$ cat config.mk
export PLATFORM = sky130hd
export DESIGN_NAME = dout_sequencer
export DESIGN_NICKNAME = d
export VERILOG_FILES = /design/src/rtl/dout_sequencer.sv
export SDC_FILE = /design/constraint.sdc
export NUM_CORES = 1
export LEC_CHECK = 0
export CORE_AREA = 10 10 217 178
export DETAILED_ROUTE_END_ITERATION = 6
export DIE_AREA = 0 0 227 188
export PLACE_DENSITY_LB_ADDON = 0.12
export SLEW_MARGIN = 5
export SYNTH_ARGS = -nofsm -noshare
export SYNTH_HDL_FRONTEND = slang
export SYNTH_SLANG_ARGS = --single-unit
$ cat constraint.sdc
create_clock -name clk -period 5.8 [get_ports clk]
set_clock_uncertainty 0.1 [all_clocks]
set_input_delay 0.87 -clock clk [delete_from_list [all_inputs] [get_ports clk]]
set_output_delay 0.87 -clock clk [all_outputs]
set_load 0.01 [all_outputs]
$ cat src/rtl/dout_sequencer.sv
// dout_sequencer: replays a short table of {hold, pattern} steps into a
// digital output register, one strobe per step, under bus control.
//
// Register map (A): 0 CTRL/status, 1 STEP push / entry readback, 2 CLEAR,
// 3 reserved (reads zero, writes ignored).
//
// Build option: define DOUT_SEQ_LOOP_EN to enable loop mode (CTRL bit 2).
// Without it the loop bit is never stored and every sequence ends with done.
//
// Pause/step boundary: the cycle in which a pause is written is still a RUN
// cycle and consumes hold. If that cycle was the last cycle of a step, the
// sequencer advances to the next step and parks in PAUSE with that step's
// strobe pending. The strobe is then issued in the first RUN cycle after
// resume. If it was the last cycle of the final step (no loop), the sequence
// ends normally and the pause is dropped.
//
// DOUT_WE and done are masked by rst, so no strobe or done is visible while
// reset is asserted. This also covers a strobe that was registered just
// before reset.
//
// state   | meaning
// --------+-------------------------------------------------------------
// S_IDLE  | no sequence active; table may be edited
// S_RUN   | stepping; hold_q counts down the cycles left in the step
// S_PAUSE | hold_q frozen; pend_q set if the current step is not yet strobed

module dout_sequencer #(
  parameter int N_OUTPUTS = 16,
  parameter int DEPTH     = 8
) (
  input  logic                 clk,
  input  logic                 rst,
  input  logic [1:0]           A,
  input  logic [31:0]          WD,
  input  logic                 WE,
  output logic [31:0]          RD,
  output logic [N_OUTPUTS-1:0] DOUT_WD,
  output logic                 DOUT_WE,
  output logic                 busy,
  output logic                 done
);

  localparam int IW = (DEPTH > 1) ? $clog2(DEPTH) : 1;
  localparam int CW = IW + 1;
  localparam logic [CW-1:0] DEPTH_C = CW'(DEPTH);

`ifdef DOUT_SEQ_LOOP_EN
  localparam logic LOOP_EN = 1'b1;
`else
  localparam logic LOOP_EN = 1'b0;
`endif

  typedef enum logic [1:0] {
    S_IDLE  = 2'd0,
    S_RUN   = 2'd1,
    S_PAUSE = 2'd2
  } state_t;

  state_t                 state_q;
  logic [CW-1:0]          count_q;
  logic [IW-1:0]          idx_q;
  logic [15:0]            hold_q;
  logic                   loop_q;
  logic                   err_q;
  logic                   pend_q;
  logic [N_OUTPUTS-1:0]   dout_wd_q;
  logic                   dout_we_q;
  logic                   done_q;

  logic [N_OUTPUTS-1:0]   mem_pat_q  [DEPTH];
  logic [15:0]            mem_hold_q [DEPTH];

  logic                   wr_ctrl, wr_step, wr_clear;
  logic                   cmd_stop, cmd_start, cmd_pause, cmd_resume;
  logic                   step_ok;
  logic                   last_step_d;
  logic [IW-1:0]          next_idx_d;
  logic [15:0]            next_len_d;
  logic [15:0]            first_len_d;
  logic [15:0]            pat16;

  // A hold of zero still occupies one cycle.
  function automatic logic [15:0] step_len(input logic [15:0] h);
    return (h == 16'd0) ? 16'd1 : h;
  endfunction

  // Bus decode; only the highest-priority CTRL command in a write is acted on.
  always_comb begin
    wr_ctrl     = WE && (A == 2'd0);
    wr_step     = WE && (A == 2'd1);
    wr_clear    = WE && (A == 2'd2);
    cmd_stop    = wr_ctrl && WD[1];
    cmd_start   = wr_ctrl && !WD[1] && WD[0];
    cmd_pause   = wr_ctrl && !WD[1] && !WD[0] && WD[3];
    cmd_resume  = wr_ctrl && !WD[1] && !WD[0] && !WD[3] && WD[4];
    step_ok     = (state_q == S_IDLE) && (count_q != DEPTH_C);
    last_step_d = (({1'b0, idx_q} + CW'(1)) == count_q);
    next_idx_d  = last_step_d ? '0 : idx_q + IW'(1);
    next_len_d  = step_len(mem_hold_q[next_idx_d]);
    first_len_d = step_len(mem_hold_q[0]);
  end

  // Step table storage; contents survive reset.
  always_ff @(posedge clk) begin
    if (!rst && wr_step && step_ok) begin
      mem_pat_q[count_q[IW-1:0]]  <= WD[N_OUTPUTS-1:0];
      mem_hold_q[count_q[IW-1:0]] <= WD[31:16];
    end
  end

  // Sequencer FSM, table bookkeeping and registered output strobes.
  always_ff @(posedge clk) begin
    if (rst) begin
      state_q   <= S_IDLE;
      count_q   <= '0;
      idx_q     <= '0;
      hold_q    <= '0;
      loop_q    <= 1'b0;
      err_q     <= 1'b0;
      pend_q    <= 1'b0;
      dout_wd_q <= '0;
      dout_we_q <= 1'b0;
      done_q    <= 1'b0;
    end else begin
      dout_we_q <= 1'b0;
      done_q    <= 1'b0;

      if (wr_ctrl) loop_q <= LOOP_EN & WD[2];

      if (wr_step) begin
        if (step_ok) count_q <= count_q + CW'(1);
        else         err_q   <= 1'b1;
      end

      if (wr_clear && (state_q == S_IDLE)) begin
        count_q <= '0;
        err_q   <= 1'b0;
      end

      case (state_q)
        S_IDLE: begin
          if (cmd_start && (count_q != '0)) begin
            state_q   <= S_RUN;
            idx_q     <= '0;
            hold_q    <= first_len_d;
            dout_we_q <= 1'b1;
            dout_wd_q <= mem_pat_q[0];
          end
        end
        S_RUN: begin
          if (cmd_stop) begin
            state_q <= S_IDLE;
          end else if (hold_q == 16'd1) begin
            if (last_step_d && !loop_q) begin
              state_q <= S_IDLE;
              done_q  <= 1'b1;
            end else begin
              idx_q  <= next_idx_d;
              hold_q <= next_len_d;
              if (cmd_pause) begin
                state_q <= S_PAUSE;
                pend_q  <= 1'b1;
              end else begin
                dout_we_q <= 1'b1;
                dout_wd_q <= mem_pat_q[next_idx_d];
              end
            end
          end else begin
            hold_q <= hold_q - 16'd1;
            if (cmd_pause) state_q <= S_PAUSE;
          end
        end
        S_PAUSE: begin
          if (cmd_stop) begin
            state_q <= S_IDLE;
            pend_q  <= 1'b0;
          end else if (cmd_resume) begin
            state_q <= S_RUN;
            if (pend_q) begin
              dout_we_q <= 1'b1;
              dout_wd_q <= mem_pat_q[idx_q];
              pend_q    <= 1'b0;
            end
          end
        end
        default: state_q <= S_IDLE;
      endcase
    end
  end

  // Readback mux.
  always_comb begin
    RD    = '0;
    pat16 = '0;
    case (A)
      2'd0: begin
        RD[31]    = err_q;
        RD[23:16] = 8'(count_q);
        RD[15:8]  = 8'(idx_q);
        RD[4]     = loop_q;
        RD[1:0]   = state_q;
      end
      2'd1: begin
        pat16[N_OUTPUTS-1:0] = mem_pat_q[idx_q];
        RD = {mem_hold_q[idx_q], pat16};
      end
      default: RD = '0;
    endcase
  end

  assign DOUT_WD = dout_wd_q;
  assign DOUT_WE = dout_we_q & ~rst;
  assign done    = done_q & ~rst;
  assign busy    = (state_q != S_IDLE);

endmodule

==> impl_metrics.tcl <==
set metrics [dict create \
    die_area_um2 42700 \
    htree_num_levels 2 \
    die_height_um 188 \
    critPathKind "reg2out" \
    register_bit_count_reported_by_yosys 304 \
    tritoncts "yes" \
    final-setup-viol-count 0 \
    postLayoutCoreUtil 0.513 \
    final.setup.tns_ns 0 \
    design.final.nets 1296 \
    post_cts.resized_instances 0 \
    drtIter0Drc 1273 \
    postSynthAreaPerCell_um2 12.7 \
    grt_setup_unrepaired "no" \
    timing.fmax_ghz 0.236 \
    yosysWarningCount 0 \
    avgViaCountPerCell 6.33 \
    grt_pass1_wl_mm 68.6 \
    dr.pass1.iters 6 \
    ctsRootBufferMaster "sky130_fd_sc_hd__clkbuf_16" \
    drc 0 \
    postRouteAntennaNets 0 \
    yosys_most_used_dff "sky130_fd_sc_hd__edfxtp_1" \
    synth_compound_area_frac 0.136 \
    numCtsBuffers 34 \
    io_pins 88 \
    placement.setup.worst_slack_ns 1.40 \
    cts-hold-fix-buffers 0 \
    first_global_vias 10718 \
    cts_setup_buffers 0 \
    synth-async-reset-ratio 0 \
    synth.cell_area_um2 15200 \
    synth_xor_xnor_area_share 0.0110 \
    place.gp.congestion 0.892 \
    postSynthNetCount 1240 \
    critical_path.endpoint_type "output pin" \
    initial_utilization 0.442 \
    post_synth_mux_area_share 0.150 \
    slew_headroom 0.250 \
    worstPathMaxFanout 33 \
    design_power_total_mw 5.05 \
    place_inst 1654 \
    status "finished, final reports clean" \
    netlist_instances 1193 \
    core_footprint_um2 34300 \
    synth-seq-area-share 0.570 \
    drive_gt1_frac 0.145 \
    grt_max_degree 50 \
    route.vias.total 10845 \
    pwr_density_cell_nw_per_um2 287 \
    drv.max_cap_violation_count 0 \
    die_width_um 227 \
    final.period_utilization 0.732 \
    grt_overflow_total 0 \
    post-route-cell-area_um2 17600 \
    final_cells 1714 \
    cp_data_arrival_time_ns 3.28 \
    critPathLaunchType "register" \
    worst_setup_hold_path_clk_slew_ns 0.06 \
    min_period_ns 4.25 \
    finalHoldViolations 0 \
    io_buffers 87 \
    synth-simple-area-share 0.0904 \
    number_of_flops_mapped_to_enable_cells_by_yosys 256 \
    synth_top_family_by_area "multiplexers" \
    worst_ep_required_time_ns 4.83 \
    wl_per_cell_um 26.7 \
    yosys.cell_types.count 65 \
    area_added_between_synthesis_and_finish_pct 16.0 \
    final.setup.worst_slack_ns 1.55 \
    holdCritPathClass "reg2reg" \
    dp_hpwl_mm 28.0 \
    clk_path_buf_depth 3 \
    rows 61 \
    post_synthesis_share_of_cell_area_spent_on_full_adders_half_adders_and_majority_gates 0.00825 \
    tritoncts_num_sinks 304 \
    gr-usage-all-layers 0.211 \
    diodes 0 \
    ir_worst_vdd_v 0.000158 \
    route.final.wire_length_mm 45.8 \
    worst_pin_slew_ns 1.12 \
    p_leak_nw 5.66 \
    maxSlewViolCount 0 \
    antenna_violations_before_repair 1 \
    clk-insertion-delay-late_ns 0.51 \
    post_dp_cell_area_um2 16600 \
    hold_slack_ns 0.377 \
]
[cells by family after synthesis]
| family | count (synthesis) |
|---|---|
| buf+inv | 127 |
| xor+xnor | 19 |
| compound gates | 297 |
| simple gates | 291 |
| fa+ha+maj | 10 |
| flops | 304 |
| mux | 145 |
[path summary, 6_finish.rpt]
path | startpoint | endpoint | slack, ns | cells after the start
hold / removal | err_q$_SDFFE_PP0P_ | err_q$_SDFFE_PP0P_ | 0.38 | 2
setup reg to reg | idx_q[0]$_SDFFE_PP0P_ | hold_q[0]$_SDFFE_PP0P_ | 1.79 | 10
setup / recovery | register | RD[0] | 1.55 | 5
hold reg to reg | err_q$_SDFFE_PP0P_ | err_q$_SDFFE_PP0P_ | 0.38 | 2
[cells in the mapped netlist, types with 3 or more instances]
library cell | number | share of area
sky130_fd_sc_hd__a32oi_1 | 3 | 0.0017
sky130_fd_sc_hd__o221ai_1 | 12 | 0.0069
sky130_fd_sc_hd__nand3_1 | 21 | 0.0069
sky130_fd_sc_hd__mux2_2 | 5 | 0.0037
sky130_fd_sc_hd__nor3_1 | 26 | 0.0086
sky130_fd_sc_hd__o22ai_1 | 19 | 0.0078
sky130_fd_sc_hd__nor2_1 | 105 | 0.026
sky130_fd_sc_hd__nand2b_1 | 5 | 0.0021
sky130_fd_sc_hd__edfxtp_1 | 256 | 0.51
sky130_fd_sc_hd__o21ai_0 | 42 | 0.014
sky130_fd_sc_hd__a21oi_1 | 86 | 0.028
sky130_fd_sc_hd__xnor2_1 | 8 | 0.0046
sky130_fd_sc_hd__a31oi_1 | 3 | 0.0012
sky130_fd_sc_hd__or3_1 | 4 | 0.0017
sky130_fd_sc_hd__dfxtp_1 | 48 | 0.063
sky130_fd_sc_hd__a311oi_1 | 6 | 0.0035
sky130_fd_sc_hd__a21o_1 | 6 | 0.0030
sky130_fd_sc_hd__a211o_1 | 3 | 0.0017
sky130_fd_sc_hd__a221oi_1 | 32 | 0.018
sky130_fd_sc_hd__clkbuf_1 | 69 | 0.017
sky130_fd_sc_hd__buf_2 | 16 | 0.0053
sky130_fd_sc_hd__and2_1 | 5 | 0.0021
sky130_fd_sc_hd__and3_1 | 20 | 0.0083
sky130_fd_sc_hd__a211oi_1 | 45 | 0.022
sky130_fd_sc_hd__a2111oi_0 | 3 | 0.0017
sky130_fd_sc_hd__o21a_1 | 3 | 0.0015
sky130_fd_sc_hd__xor2_1 | 11 | 0.0064
sky130_fd_sc_hd__nor4_1 | 8 | 0.0033
sky130_fd_sc_hd__ha_1 | 10 | 0.0083
sky130_fd_sc_hd__nand4_1 | 3 | 0.0012
sky130_fd_sc_hd__mux4_2 | 65 | 0.097
sky130_fd_sc_hd__inv_1 | 28 | 0.0069
sky130_fd_sc_hd__mux2i_1 | 75 | 0.050
sky130_fd_sc_hd__o211ai_1 | 10 | 0.0050
sky130_fd_sc_hd__nand2_1 | 68 | 0.017
sky130_fd_sc_hd__buf_1 | 10 | 0.0025
sky130_fd_sc_hd__o221ai_2 | 10 | 0.0099
sky130_fd_sc_hd__nor2b_1 | 13 | 0.0054
[critical path: stages, from the launching register on]
cell,delay [ns]
sky130_fd_sc_hd__dfxtp_4,0.77
sky130_fd_sc_hd__buf_4,0.45
sky130_fd_sc_hd__mux4_2,0.55
sky130_fd_sc_hd__mux2i_1,0.33
sky130_fd_sc_hd__a211oi_1,0.14
sky130_fd_sc_hd__clkdlybuf4s50_1,0.52
[metal layers]
| metal | share of wire | global-route usage | vias to the layer above |
|---|---|---|---|
| li1 | - | - | 4804 |
| met1 | 0.44 | 0.306 | 5476 |
| met2 | 0.45 | 0.319 | 493 |
| met3 | 0.089 | 0.0440 | 70 |
| met4 | 0.019 | 0.0486 | 2 |
| met5 | 0.00028 | 0 | - |
[flip-flops by register name (all words and copies together), names as in the netlist, named ones only]
name	count
dout_we_q	1
count_q	4
mem_pat_q	128
state_q	2
idx_q	3
done_q	1
err_q	1
pend_q	1
hold_q	16
mem_hold_q	128
DOUT_WD	16
[power breakdown]
part	switching, mW	internal (mW)	total, mW
logic	0.349	0.225	0.574
registers	0.0372	2.40	2.43
clock network	0.855	1.18	2.04
[area by class of cell]
type	instances	area (um2)
clock inverters	15	148
clock buffers	45	892
flip-flops and latches	304	8660
well taps	441	552
multi-input cells	762	6070
inverters	29	109
fillers	2911	16700
repair buffers	118	1160
[cells in the final DEF, fill, tap and decap left out, drive strengths merged, types with 21 or more instances in the layout]
cell,count
clkdlybuf4s50,86
nand2,68
mux2i,75
o21ai,43
nor3,27
nor2,106
mux4,65
a211oi,45
inv,31
a221oi,32
clkbuf,45
nand3,21
a21oi,86
buf,32
edfxtp,256
dfxtp,48
o221ai,22
No activity file was read; power rests on OpenSTA's default activity.
==> RTL edit: new RTL, same flow settings <==
Build with the macro `DOUT_SEQ_LOOP_EN` defined.
--- a/src/rtl/dout_sequencer.sv
+++ b/src/rtl/dout_sequencer.sv
@@ -25,2 +25,4 @@
 // S_PAUSE | hold_q frozen; pend_q set if the current step is not yet strobed
+
+`define DOUT_SEQ_LOOP_EN
 
Formal check against the unedited RTL: not equivalent (a bounded check fails within 4 cycles, from zero or initial values and one cycle with rst high).
==> RTL edit against the unedited design <==
Total power rose by 1.5%; wire length is 8.4% higher; count of clock-buffer cells in the layout down 10; worst setup slack worse by 0.052 ns; sequential cell count is 1 higher; synthesized cell count up 2.6%; cell area grew 2.4%; area after synthesis grew 1.7%; critical path type unchanged; largest cell class unchanged.
==> RTL edit: results (changes against the unedited design) <==
Finish
The total number of multi-input combinational cells is 804 (was 762). The flip-flop and latch area is 8680 um2 (was 8660 um2). The multi-input gate area in the final layout is 6400 um2 (was 6070 um2). The count of buffers not belonging to the clock network in the layout is 133 (was 118). The count of antenna diodes in the layout came to 1 (was 0). The final cell count without fillers was 1756 (was 1714). The number of flip-flops and latches is 305 (was 304).

Setup path
The worst-case register-to-register setup slack is 1.57 ns (was 1.79 ns). The number of cells on the worst reg-to-reg path came to 12 (was 10). The delay of the slowest critical-path stage was 0.73 ns (was 0.77 ns). The worst endpoint data arrival time is 3.33 ns (was 3.28 ns). The source of the worst register-to-register timing path is idx_q[1] (was idx_q[0]).

Run status
Result of the run: complete, no violations (unchanged).

Yosys
Most used standard cells in the synthesized netlist: sky130_fd_sc_hd__edfxtp_1 (256), sky130_fd_sc_hd__nor2_1 (125), sky130_fd_sc_hd__a21oi_1 (86), sky130_fd_sc_hd__clkbuf_1 (80), sky130_fd_sc_hd__mux2i_1 (77) (was sky130_fd_sc_hd__edfxtp_1 (256), sky130_fd_sc_hd__nor2_1 (105), sky130_fd_sc_hd__a21oi_1 (86), sky130_fd_sc_hd__mux2i_1 (75), sky130_fd_sc_hd__clkbuf_1 (69)). The portion of the post-synthesis area used by sequential elements was 56.2% (was 57.0%). The post-synthesis cell type count is 70 (was 65).

Power and ir drop
The reported leakage power is 5.57 nW (was 5.66 nW). The power after layout is 5.12 mW (was 5.05 mW). The proportion of total power due to net switching was 24.5% (was 24.6%).

Global route
The met2 global-route usage is 32.8% (was 31.9%). The initial antenna violation count is 4 (was 1). The pin count of the biggest net entering global routing is 67 (was 50). The global-route wire length before repair was 74.0 mm (was 68.6 mm).

The met3 track utilization from global routing was 5.32% (was 4.40%).

Route
The post-detailed-routing wire length was 49.7 mm (was 45.8 mm).

Min path
The worst hold endpoint is DOUT_WD[4] (was err_q).

Clock tree
The total CTS buffers is 31 (was 34).

Place
The worst setup slack after placement is 1.44 ns (was 1.40 ns).
==> RTL edit: cell families after synthesis <==
| family | count (synthesis) | share of synthesized area, % |
|---|---|---|
| compound gates | 336 | 15.2 |
| mux | 153 | 15.4 |
| simple gates | 286 | 8.37 |
| xor+xnor | 20 | 1.23 |
| buf+inv | 115 | 2.94 |
| flops | 305 | 56.2 |
| fa+ha+maj | 9 | 0.730 |
==> RTL edit: how the worst max path moves through the flow <==
stage                          from          endpoint  slack (ns)
after global routing       idx_q[1]        DOUT_WD[6]        1.25
final                     flip-flop            RD[31]        1.50
after floorplan                A[0]  mem_hold_q[0][0]        0.80
after detailed placement       A[1]   mem_pat_q[3][0]        1.44
after CTS                 flip-flop            RD[31]        1.48
after global placement         A[1]   mem_pat_q[3][4]        1.43
==> RTL edit: per-layer routing <==
| layer | vias to the layer above | wire length (um) |
|---|---|---|
| li1 | 5010 | - |
| met1 | 5724 | 22200 |
| met2 | 651 | 20900 |
| met3 | 66 | 5560 |
| met4 | 4 | 912 |
| met5 | - | 27 |
